`config.mk`:
```
export PLATFORM = sky130hd
export DESIGN_NAME = multicycle_sequencer_flat
export DESIGN_NICKNAME = d
export VERILOG_FILES = /design/src/rtl/multicycle_sequencer_pkg.sv /design/src/rtl/multicycle_sequencer_if.sv /design/src/rtl/multicycle_sequencer_mem_wait_timer.sv /design/src/rtl/multicycle_sequencer.sv /design/src/flat_wrapper.sv
export SDC_FILE = /design/constraint.sdc
export NUM_CORES = 1
export LEC_CHECK = 0
export ABC_AREA = 1
export CAP_MARGIN = 0
export CORE_MARGIN = 1
export CORE_UTILIZATION = 43
export CTS_BUF_LIST = sky130_fd_sc_hd__clkbuf_8 sky130_fd_sc_hd__clkbuf_16
export DETAILED_ROUTE_END_ITERATION = 10
export MAX_ROUTING_LAYER = met4
export PLACE_DENSITY = 0.7
export SLEW_MARGIN = 20
export SYNTH_ARGS = -nofsm -noshare
export SYNTH_HDL_FRONTEND = slang
export SYNTH_SLANG_ARGS = --single-unit
```
`constraint.sdc`:
```
create_clock -name clk -period 1.9 [get_ports clk]
set_input_delay 0.285 -clock clk [delete_from_list [all_inputs] [get_ports clk]]
set_output_delay 0.285 -clock clk [all_outputs]
set_load 0.01 [all_outputs]
```
`src/rtl/multicycle_sequencer_pkg.sv`:
```
// rtl/multicycle_sequencer_pkg.sv - opcodes, state encodings, strobe bundle and opcode class helpers
package multicycle_sequencer_pkg;

    localparam logic [3:0] OP_JAL  = 4'b0000;
    localparam logic [3:0] OP_JALR = 4'b0001;
    localparam logic [3:0] OP_BEQ  = 4'b0010;
    localparam logic [3:0] OP_BLE  = 4'b0011;
    localparam logic [3:0] OP_LB   = 4'b0100;
    localparam logic [3:0] OP_LW   = 4'b0101;
    localparam logic [3:0] OP_SB   = 4'b0110;
    localparam logic [3:0] OP_SW   = 4'b0111;
    localparam logic [3:0] OP_ADD  = 4'b1000;
    localparam logic [3:0] OP_SUB  = 4'b1001;
    localparam logic [3:0] OP_AND  = 4'b1010;
    localparam logic [3:0] OP_OR   = 4'b1011;
    localparam logic [3:0] OP_SLT  = 4'b1100;
    localparam logic [3:0] OP_ADDI = 4'b1101;
    localparam logic [3:0] OP_ANDI = 4'b1110;
    localparam logic [3:0] OP_ORI  = 4'b1111;

    localparam logic [2:0] ST_FETCH  = 3'd0;
    localparam logic [2:0] ST_DECODE = 3'd1;
    localparam logic [2:0] ST_EXEC   = 3'd2;
    localparam logic [2:0] ST_MEM    = 3'd3;
    localparam logic [2:0] ST_WB     = 3'd4;
    localparam logic [2:0] ST_HALT   = 3'd5;
    localparam logic [2:0] ST_ERROR  = 3'd7;

    typedef struct packed {
        logic mem_req;
        logic mem_wr;
        logic mem_is_if;
        logic ir_we;
        logic alu_we;
        logic mdr_we;
        logic rf_we;
        logic pc_we;
        logic instr_done;
        logic halted;
    } strobe_t;

    function automatic logic is_branch(input logic [3:0] op);
        return (op == OP_BEQ) || (op == OP_BLE);
    endfunction

    function automatic logic is_mem(input logic [3:0] op);
        return op[3:2] == 2'b01;
    endfunction

    function automatic logic is_store(input logic [3:0] op);
        return (op == OP_SB) || (op == OP_SW);
    endfunction

endpackage

```
`src/rtl/multicycle_sequencer_if.sv`:
```
// rtl/multicycle_sequencer_if.sv - shared memory port handshake between sequencer and memory
interface multicycle_sequencer_if;

    logic mem_req;
    logic mem_wr;
    logic mem_is_if;
    logic mem_ready;

    modport master (
        output mem_req,
        output mem_wr,
        output mem_is_if,
        input  mem_ready
    );

    modport slave (
        input  mem_req,
        input  mem_wr,
        input  mem_is_if,
        output mem_ready
    );

endinterface

```
`src/rtl/multicycle_sequencer_mem_wait_timer.sv`:
```
// rtl/multicycle_sequencer_mem_wait_timer.sv - counts unanswered memory request cycles, flags timeout
module multicycle_sequencer_mem_wait_timer #(
    parameter int WAIT_MAX = 15
) (
    input  logic clk,
    input  logic rst_n,
    input  logic clear,
    input  logic enable,
    output logic expired
);

    logic [7:0] wait_cnt;

    always_ff @(posedge clk) begin
        if (!rst_n || clear) begin
            wait_cnt <= '0;
        end else if (enable) begin
            wait_cnt <= wait_cnt + 8'd1;
        end
    end

    // Fires during the WAIT_MAX-th unanswered cycle so ERROR is entered on that edge.
    assign expired = enable && (wait_cnt == 8'(WAIT_MAX - 1));

endmodule

```
`src/rtl/multicycle_sequencer.sv`:
```
// rtl/multicycle_sequencer.sv - FETCH/DECODE/EXEC/MEM/WB control sequencer; SINGLE_STEP_EN adds HALT
module multicycle_sequencer
    import multicycle_sequencer_pkg::*;
#(
    parameter int CNT_W    = 16,
    parameter int WAIT_MAX = 15
) (
    input  logic                   clk,
    input  logic                   rst_n,
    input  logic [3:0]             opcode,
    multicycle_sequencer_if.master mem,
    output logic                   ir_we,
    output logic                   alu_we,
    output logic                   mdr_we,
    output logic                   rf_we,
    output logic                   pc_we,
    output logic                   instr_done,
    output logic [CNT_W-1:0]       instr_cnt,
    output logic [2:0]             state_o,
    output logic                   err,
    input  logic                   step,
    output logic                   halted
);

`ifdef SINGLE_STEP_EN
    localparam logic [2:0] ST_RETIRE = ST_HALT;
`else
    localparam logic [2:0] ST_RETIRE = ST_FETCH;
    logic unused_step;
    assign unused_step = step;
`endif

    logic [2:0] state;
    logic [2:0] state_nx;
    strobe_t    s;
    strobe_t    g;
    logic       expired;

    multicycle_sequencer_mem_wait_timer #(
        .WAIT_MAX (WAIT_MAX)
    ) u_timer (
        .clk     (clk),
        .rst_n   (rst_n),
        .clear   (s.mem_req & mem.mem_ready),
        .enable  (s.mem_req & ~mem.mem_ready),
        .expired (expired)
    );

    always_comb begin
        s        = '0;
        state_nx = state;
        case (state)
            ST_FETCH: begin
                s.mem_req   = 1'b1;
                s.mem_is_if = 1'b1;
                if (mem.mem_ready) begin
                    s.ir_we  = 1'b1;
                    state_nx = ST_DECODE;
                end
            end
            ST_DECODE: state_nx = ST_EXEC;
            ST_EXEC: begin
                s.alu_we = 1'b1;
                if (is_branch(opcode)) begin
                    s.pc_we      = 1'b1;
                    s.instr_done = 1'b1;
                    state_nx     = ST_RETIRE;
                end else if (is_mem(opcode)) begin
                    state_nx = ST_MEM;
                end else begin
                    state_nx = ST_WB;
                end
            end
            ST_MEM: begin
                s.mem_req = 1'b1;
                s.mem_wr  = is_store(opcode);
                if (mem.mem_ready) begin
                    if (is_store(opcode)) begin
                        s.pc_we      = 1'b1;
                        s.instr_done = 1'b1;
                        state_nx     = ST_RETIRE;
                    end else begin
                        s.mdr_we = 1'b1;
                        state_nx = ST_WB;
                    end
                end
            end
            ST_WB: begin
                s.rf_we      = 1'b1;
                s.pc_we      = 1'b1;
                s.instr_done = 1'b1;
                state_nx     = ST_RETIRE;
            end
`ifdef SINGLE_STEP_EN
            ST_HALT: begin
                s.halted = 1'b1;
                if (step) begin
                    state_nx = ST_FETCH;
                end
            end
`endif
            ST_ERROR: state_nx = ST_ERROR;
            default:  state_nx = ST_ERROR;
        endcase
        if (expired) begin
            state_nx = ST_ERROR;
        end
    end

    // Reset is synchronous, so the outputs are masked directly while rst_n is low.
    assign g = rst_n ? s : '0;

    assign mem.mem_req   = g.mem_req;
    assign mem.mem_wr    = g.mem_wr;
    assign mem.mem_is_if = g.mem_is_if;
    assign ir_we         = g.ir_we;
    assign alu_we        = g.alu_we;
    assign mdr_we        = g.mdr_we;
    assign rf_we         = g.rf_we;
    assign pc_we         = g.pc_we;
    assign instr_done    = g.instr_done;
    assign halted        = g.halted;
    assign state_o       = state;
    assign err           = (state == ST_ERROR);

    always_ff @(posedge clk) begin
        if (!rst_n) begin
            state     <= ST_RETIRE;
            instr_cnt <= '0;
        end else begin
            state <= state_nx;
            if (s.instr_done) begin
                instr_cnt <= instr_cnt + CNT_W'(1);
            end
        end
    end

endmodule

```
`src/flat_wrapper.sv`:
```
// flat-port wrapper written by rule: the top's interface ports become plain ports
module multicycle_sequencer_flat import multicycle_sequencer_pkg::*;
#(
    parameter int CNT_W    = 16,
    parameter int WAIT_MAX = 15
)
  (clk, rst_n, opcode, ir_we, alu_we, mdr_we, rf_we, pc_we, instr_done, instr_cnt, state_o, err, step, halted, mem_mem_req, mem_mem_wr, mem_mem_is_if, mem_mem_ready);
  multicycle_sequencer_if mem_i ();
  input  logic clk;
  input  logic rst_n;
  input  logic [3:0] opcode;
  output logic ir_we;
  output logic alu_we;
  output logic mdr_we;
  output logic rf_we;
  output logic pc_we;
  output logic instr_done;
  output logic [CNT_W-1:0] instr_cnt;
  output logic [2:0] state_o;
  output logic err;
  input  logic step;
  output logic halted;
  output wire logic [$bits(mem_i.mem_req)-1:0] mem_mem_req;
  output wire logic [$bits(mem_i.mem_wr)-1:0] mem_mem_wr;
  output wire logic [$bits(mem_i.mem_is_if)-1:0] mem_mem_is_if;
  input wire logic [$bits(mem_i.mem_ready)-1:0] mem_mem_ready;
  assign mem_mem_req = mem_i.mem_req;
  assign mem_mem_wr = mem_i.mem_wr;
  assign mem_mem_is_if = mem_i.mem_is_if;
  assign mem_i.mem_ready = mem_mem_ready;
  multicycle_sequencer #(.CNT_W(CNT_W), .WAIT_MAX(WAIT_MAX)) u_core (.clk(clk), .rst_n(rst_n), .opcode(opcode), .mem(mem_i), .ir_we(ir_we), .alu_we(alu_we), .mdr_we(mdr_we), .rf_we(rf_we), .pc_we(pc_we), .instr_done(instr_done), .instr_cnt(instr_cnt), .state_o(state_o), .err(err), .step(step), .halted(halted));
endmodule
```
-- Word-level counts from Yosys, hierarchy flattened
Cells that the tools add are included.
- register bits after elaboration: 27
- input port bits: 8
- output and inout bits: 30
- logic and storage cells: 50
- add/sub/neg operators: 2
- eq/ne operators: 13
- multiplexer cells: 21
- bitwise logic cells: 3
- reductions and logical operators: 8
- operators with widths (cell ; count):
    $mux 3 ; 6
    $add 16x1->16 const B ; 1
    $pmux 3 s5 ; 1
    $mux 10 ; 1
    $add 8x1->8 const B ; 1
    $eq 4x2->1 const B ; 2
    $eq 4x3->1 const B ; 2
    $eq 8x4->1 const B ; 1
    $mux 1 ; 8
    $mux 2 ; 4
    $eq 3x2->1 const B ; 2
    $eq 3x3->1 const B ; 2
    $ne 3x2->1 const B ; 2
    $pmux 2 s3 ; 1
    $eq 3x1->1 const B ; 1
    $logic_not 3->1 ; 1
    $logic_or 1x1->1 ; 3
    $and 1x1->1 ; 2
    $eq 2x1->1 const B ; 1
    $reduce_and 2->1 ; 1
    $reduce_or 2->1 ; 1
    $logic_and 1x1->1 ; 1
    $logic_not 1->1 ; 1
    $not 1->1 ; 1

-- Longest topological paths before layout
Gate-level depths: netlist of the first run.
- word-level depth: 7
- gate-level depth with buffers: 9
- mapped depth without buffers: 8

-- Modules after synthesis
Synthesis of the first run repeated with hierarchy kept, for this count alone.
- cells, all modules: 259
- area total of the unflattened synthesis: 1630.3 sq um
- by module, submodules not included (module ; times used ; cells an instance ; area each (sq um) ; sequential area each (sq um)):
    multicycle_sequencer ; 1 ; 201 ; 1214.9 ; 380.4
    multicycle_sequencer_mem_wait_timer ; 1 ; 58 ; 415.4 ; 160.2

-- Worst setup path after synthesis of the first run
Ideal clock, no wire load.
- kind: flip-flop to output port
- from: register u_core.state[1], in the netlist u_core.state_o[1]
- to: output port pc_we
- arrival time: 1.432 ns
- data required time: 1.615 ns
- setup slack: 0.183 ns
- stages on the path, launching flop included: 9
- path buffers: 2
- path through: dfxtp_1 nand2_2 nor2_2 nand2_4 nand3_4 buf_12 nand2_1 inv_1 buf_4
- cells in the longest elaborated chain, start to end: 3
- elaborated cells between the ends (all ways): 5
- those cells by class: 3 x eq/ne; 2 x mux
- RTL lines (element ; line ; RTL):
    start, declared ; multicycle_sequencer.sv:33 ; logic [2:0] state;
    start signal, assigned ; multicycle_sequencer.sv:131 ; state <= state_nx;
    $eq 3x3->1 or $eq 3x2->1 (tied branches) ; multicycle_sequencer.sv:52 ; case (state)
    $pmux 2 s3 (*) ; multicycle_sequencer.sv:52 ;
    $mux 10 (*) ; multicycle_sequencer.sv:111 ; assign g = rst_n ? s : '0;
    end, declared ; flat_wrapper.sv:16 ; output logic pc_we;
Mark *: on every way between the ends. The rest lies on a longest branch, timed or not.

-- Worst setup path after layout of the first run
- from: input port opcode[3]
- to: output port pc_we
- cells in the longest elaborated chain, start to end: 6
- elaborated cells between the ends (all ways): 11
- those cells by class: 4 x eq/ne; 5 x mux; 2 x reduce/logical
- RTL lines (element ; line ; RTL):
    start, declared ; flat_wrapper.sv:11 ; input logic [3:0] opcode;
    $eq 4x3->1 ; multicycle_sequencer_pkg.sv:51 ; return (op == OP_SB) || (op == OP_SW);
    $logic_or 1x1->1 ; multicycle_sequencer_pkg.sv:51 ;
    $mux 2 ; multicycle_sequencer.sv:78 ; if (is_store(opcode)) begin
    $mux 2 ; multicycle_sequencer.sv:77 ; if (mem.mem_ready) begin
    $pmux 2 s3 (*) ; multicycle_sequencer.sv:52 ;
    $mux 10 (*) ; multicycle_sequencer.sv:111 ;
Marked as above.

==> results.py, run 1 <==
metrics = {
    "outcome": {
        "outcome": "complete, no violations",
    },
    "critical_path": {
        "slowest_stage": "clkdlybuf4s50_1",
        "worst-path-max-fanout": 2,
        "crit_type": "in2out",
        "critPathBufInv": 4,
        "crit_family": "buffers and inverters",
        "required_ps": 1620,
        "worstPathCellList": "clkdlybuf4s50_1 > inv_1 > nand2_1 > nor2_4 > nand2_4 > nand3_4 > nand2_1 > inv_1 > clkdlybuf4s15_1",
        "worstPathArrival_ps": 1520,
        "crit_start": "opcode[3]",
        "r2r_start": "u_core.instr_cnt[1]",
        "cp_slowest_stage_delay_ps": 430,
        "start_kind": "input pin",
        "end_kind": "primary output",
    },
    "layout": {
        "drive_above_1_share": 0.207,
        "syn_to_final_growth_pct": 30.2,
        "nets": 317,
        "instances_no_fill": 353,
        "diodes": 0,
    },
    "drt": {
        "drc": 0,
        "ant_nets": 0,
        "vias_per_cell": 4.93,
        "drtIter0Drc": 55,
        "wl_per_cell_um": 11.1,
        "vias": 1742,
        "drtPass1Iterations": 4,
        "wl_mm": 3.93,
    },
    "sta": {
        "post-route-period-util": 0.951,
        "finClkSkew_ps": 5.85,
        "fmax_ghz": 0.554,
        "final.min_clock_period_ps": 1810,
        "drv_slew": 0,
        "hold_violations": 0,
        "setup_viol": 0,
        "rsz0062_at_grt": "yes",
    },
    "logic_synthesis": {
        "syn-num-nets": 268,
        "synth_cell_types": 28,
        "async_flop_share": 0,
        "yosys.area.top_type": "dfxtp_1",
        "synth_edf_count": 0,
        "netlist_area_um2": 1750,
        "synth_commonest_cells": "nand2_1 (62), nor2_1 (43), dfxtp_1 (27)",
        "yosysMostFrequentCell": "nand2_1",
        "yosys-top-cells-area": "dfxtp_1 (31%), nand2_1 (13%), nor2_1 (9.2%), a21oi_2 (7.0%), nand3_1 (4.9%)",
        "ys_seq_elements": 27,
        "avgSynthCellArea_um2": 6.79,
        "ys.flop_type": "dfxtp_1",
        "seq_area_frac_synth": 0.310,
        "yosysTopAreaCellShare": 0.310,
        "synthCells": 257,
        "synth_warnings": 0,
    },
    "pwr": {
        "peakVddDrop_v": 0.000680,
        "power_density_nw_per_um2": 860,
        "leakagePower_nw": 0.928,
        "power_mw": 1.95,
    },
    "clock_network": {
        "cts_buffers": 3,
        "cts_root_buf": "clkbuf_8",
        "cts_tree": "done",
        "clock-sinks": 27,
        "htreeDepth": 1,
        "worstSkewPairLatency_ps": 280,
        "cts.clk_slew.worst_paths_ps": 90,
        "cts.path.max_buffers": 2,
        "holdBufCountCts": 0,
    },
    "place": {
        "port_buffers": 34,
        "hpwlAfterDp_mm": 2.95,
        "dp.cells": 349,
        "gp_congestion": 0.862,
    },
    "floorplanning": {
        "start_util": 0.463,
        "pin_count": 38,
        "core_um2": 3770,
        "dieWidth_um": 65.7,
        "die_h_um": 65.7,
        "rows": 22,
        "dieArea_um2": 4320,
    },
    "global_route": {
        "track_usage": 0.200,
        "antenna_found_initial": 0,
        "grt_overflow": 0,
        "grt_pass1_wl_mm": 6.67,
        "grt_pass1_vias": 1562,
        "grt_max_degree": 27,
    },
    "worst_hold_path": {
        "holdCritPathClass": "reg2reg",
        "hold_path.startpoint": "u_core.u_timer.wait_cnt[0]",
    },
    "flow_run": {
        "maxCapViolCount": 0,
    },
}
[cells in the final DEF (no fill, tap or decap), drive strengths merged]
master          n
a211oi          1
clkbuf          3
clkdlybuf4s15   2
inv            25
xor2            2
a21oi          23
dlymetal6s2s    3
nand3          19
ha              3
clkdlybuf4s50  24
dlygate4sd2     5
conb            1
nor2           47
nor3b           2
o21ai           7
nor3            8
nand2          74
buf            16
dfxtp          27
nand4          10
xnor2           3
[per-stage QoR]
step / hold slack, ps / utilization / TNS (ps) / cell area (um^2) / setup WS [ps]
global route: 542 / 0.603 / -31.1 / 2270 / -17.5
finish: 511 / 0.603 / 0 / 2270 / 93.8
detailed placement: 504 / 0.584 / -870 / 2200 / -236
CTS: 517 / 0.597 / 0 / 2250 / 21.5
floorplan: 409 / - / 0 / 1750 / 183
global placement: 487 / 0.584 / -804 / 2200 / -211
[sequential cells by signal, indices dropped and copies added, names as in the netlist]
register,cells
u_core.instr_cnt,16
u_core.state_o,3
u_core.u_timer.wait_cnt,8
[per-layer routing]
| layer | global-route usage | vias to the layer above | wire length, um |
|---|---|---|---|
| met1 | 0.236 | 774 | 1850 |
| met5 | - | - | 0 |
| met2 | 0.348 | 32 | 1930 |
| met4 | 0.0489 | 0 | 38 |
| met3 | 0.0365 | 5 | 117 |
| li1 | - | 931 | - |
[power breakdown]
part	internal, mW	leakage [nW]	switching [mW]
clock	0.145	0.0269	0.184
combinational	0.380	0.682	0.533
sequential	0.633	0.220	0.0794
[cell families (layout without fill, tap and decap cells)]
kind of cell / after synthesis / after routing / share of synthesized area
adders and majority gates: 3 / 3 / 0.0215
buffers and inverters: 30 / 78 / 0.0875
other: 1 / 1 / 0.00215
DFF: 27 / 27 / 0.310
xor gates and xnor gates: 5 / 5 / 0.0251
and+or+nand+nor: 160 / 160 / 0.429
AOI/OAI and AO/OA: 31 / 31 / 0.125
[tightest hold or removal path, cell delays in order, from the launching register on]
cell     delay [ps]
dfxtp_1         350
nand2_1          70
a21oi_1          50
[timing repair]
action | 4_1_cts | 5_1_grt
endpoints found under the setup margin | 10 | 4
pin swaps | 1 | 1
gates resized for setup | 12 | 8
setup buffers | 0 | 0
[area by class of cell]
| type | instances | area, um^2 |
|---|---|---|
| Clock buffer | 3 | 41.3 |
| Sequential cell | 27 | 546 |
| Clock inverter | 1 | 3.75 |
| Timing Repair Buffer | 50 | 462 |
| Multi-Input combinational cell | 200 | 1070 |
| Inverter | 24 | 90.1 |
| Tap cell | 48 | 60.1 |
| Fill cell | 362 | 1500 |
[path summary, 6_finish.rpt]
| check | end | slack, ps | cells after the start |
|---|---|---|---|
| worst max-delay path | pc_we | 90 | 9 |
| worst min-delay path | u_core.u_timer.wait_cnt[0] | 510 | 2 |
| worst max register to register | u_core.instr_cnt[10] | 220 | 8 |
| worst min register to register | u_core.u_timer.wait_cnt[0] | 510 | 2 |
Power figures use the tool's default switching activity.
==> run 2: changes to the inputs <==
REMOVE_ABC_BUFFERS = 1   (was default)
==> run 2 against run 1 <==
  * First-iteration DRC count up 78%
  * Hold slack about the same
  * Sequential cell count unchanged
  * Register-to-register slack better by 90 ps
  * Die area unchanged
  * Global-route usage about the same
  * Cell area down 0.99%
==> results.py, run 2 (synthesis results as in run 1) <==
metrics = {
    "outcome": {
        "outcome": "complete, no violations",
    },
    "floorplanning": {
        "pin_count": 38,
        "rows": 22,
        "die_h_um": 65.7,
        "start_util": 0.463,
        "core_um2": 3770,
        "dieWidth_um": 65.7,
        "dieArea_um2": 4320,
    },
    "layout": {
        "syn_to_final_growth_pct": 28.9,
        "final-seq-area_um2": 543,
        "drive_above_1_share": 0.195,
        "diodes": 0,
        "multi_input_area_um2": 1070,
        "largest_reg_flops": 16,
        "fin_area_um2": 2250,
        "postLayoutCoreUtil": 0.597,
        "nFillCells": 360,
        "final_cell_mix": "nand2_1 (62), nor2_1 (42), dfxtp_1 (25)",
        "layout_commonest_cell": "nand2_1",
        "instances_no_fill": 350,
        "regMostFlops": "u_core.instr_cnt",
        "nets": 314,
    },
    "sta": {
        "timing.final.ws_setup_ps": 79.0,
        "timing.hold.ws_ps": 511,
        "setup_tns_ps": 0,
        "setup_viol": 0,
        "drv_slew": 0,
        "finClkSkew_ps": 4.88,
        "hold_violations": 0,
        "post-route-period-util": 0.958,
        "final.min_clock_period_ps": 1820,
        "fmax_ghz": 0.549,
    },
    "clock_network": {
        "cts_buffers": 3,
        "cts_root_buf": "clkbuf_8",
        "htreeDepth": 1,
        "cts.path.max_buffers": 2,
        "cts_tree": "done",
        "postCtsSetupRepairBufs": 0,
        "cts.clk_slew.worst_paths_ps": 90,
        "holdBufCountCts": 0,
        "worstSkewPairLatency_ps": 270,
        "clock-sinks": 27,
    },
    "pwr": {
        "power_density_nw_per_um2": 846,
        "leakagePower_nw": 0.927,
        "power_mw": 1.90,
        "peakVddDrop_v": 0.000678,
    },
    "drt": {
        "drc": 0,
        "vias_per_cell": 5.02,
        "wl_per_cell_um": 11.3,
        "ant_nets": 0,
        "drtIter0Drc": 98,
        "vias": 1757,
        "drtPass1Iterations": 6,
        "wl_mm": 3.95,
    },
    "worst_hold_path": {
        "holdCritPathClass": "reg2reg",
        "hold_depth": 2,
    },
    "global_route": {
        "grt_overflow": 0,
        "grt_pass1_wl_mm": 6.53,
        "antenna_found_initial": 0,
        "grt_max_degree": 27,
        "track_usage": 0.200,
        "grt_pass1_vias": 1519,
    },
    "place": {
        "hpwlAfterDp_mm": 2.94,
        "dp.cells": 346,
        "dp_slack_ps": -250,
        "gp_congestion": 0.821,
        "placed_cell_area_um2": 2180,
        "port_buffers": 34,
    },
    "critical_path": {
        "end_kind": "primary output",
        "start_kind": "input pin",
        "worstPathArrival_ps": 1540,
        "reg2reg_depth": 8,
        "worst-path-max-fanout": 2,
        "required_ps": 1620,
        "crit_type": "in2out",
    },
    "flow_run": {
        "maxCapViolCount": 0,
    },
}
## run 2: critical path, stage by stage
cell             delay, ps
clkdlybuf4s50_1        420
inv_1                   70
nand2_1                100
nor2_4                 130
nand2_4                 70
nand3_4                 80
nand2_1                 50
inv_1                   60
dlygate4sd2_1          270
## run 2: final timing paths
kind	startpoint	to	slack [ps]
max reg2reg	u_core.instr_cnt[0]	u_core.instr_cnt[10]	310
max	opcode[3]	instr_done	80
min	u_core.u_timer.wait_cnt[7]	u_core.u_timer.wait_cnt[7]	510
min reg2reg	u_core.u_timer.wait_cnt[7]	u_core.u_timer.wait_cnt[7]	510
## run 2: area by class of cell
cell class	instances	area share
repair buffers	47	0.194
clock inverters	1	0.00167
flip-flops and latches	27	0.241
inverters	24	0.0400
clock buffers	3	0.0184
well taps	48	0.0267
multi-input cells	200	0.478
## run 2: layer usage
layer	wire, um	GRT usage
met1	1790	0.232
met2	1970	0.352
met3	163	0.0434
met4	25	0.0408
met5	0	-
## run 2: power by group
group / internal [mW] / switching (mW)
logic: 0.339 / 0.514
registers: 0.629 / 0.0917
clock network: 0.145 / 0.184
## run 2: timing repair
action / in CTS / in global routing
setup endpoints to repair: 9 / 4
gates resized for setup: 13 / 5
pin swaps: 0 / 1
gates cloned: 0 / 0
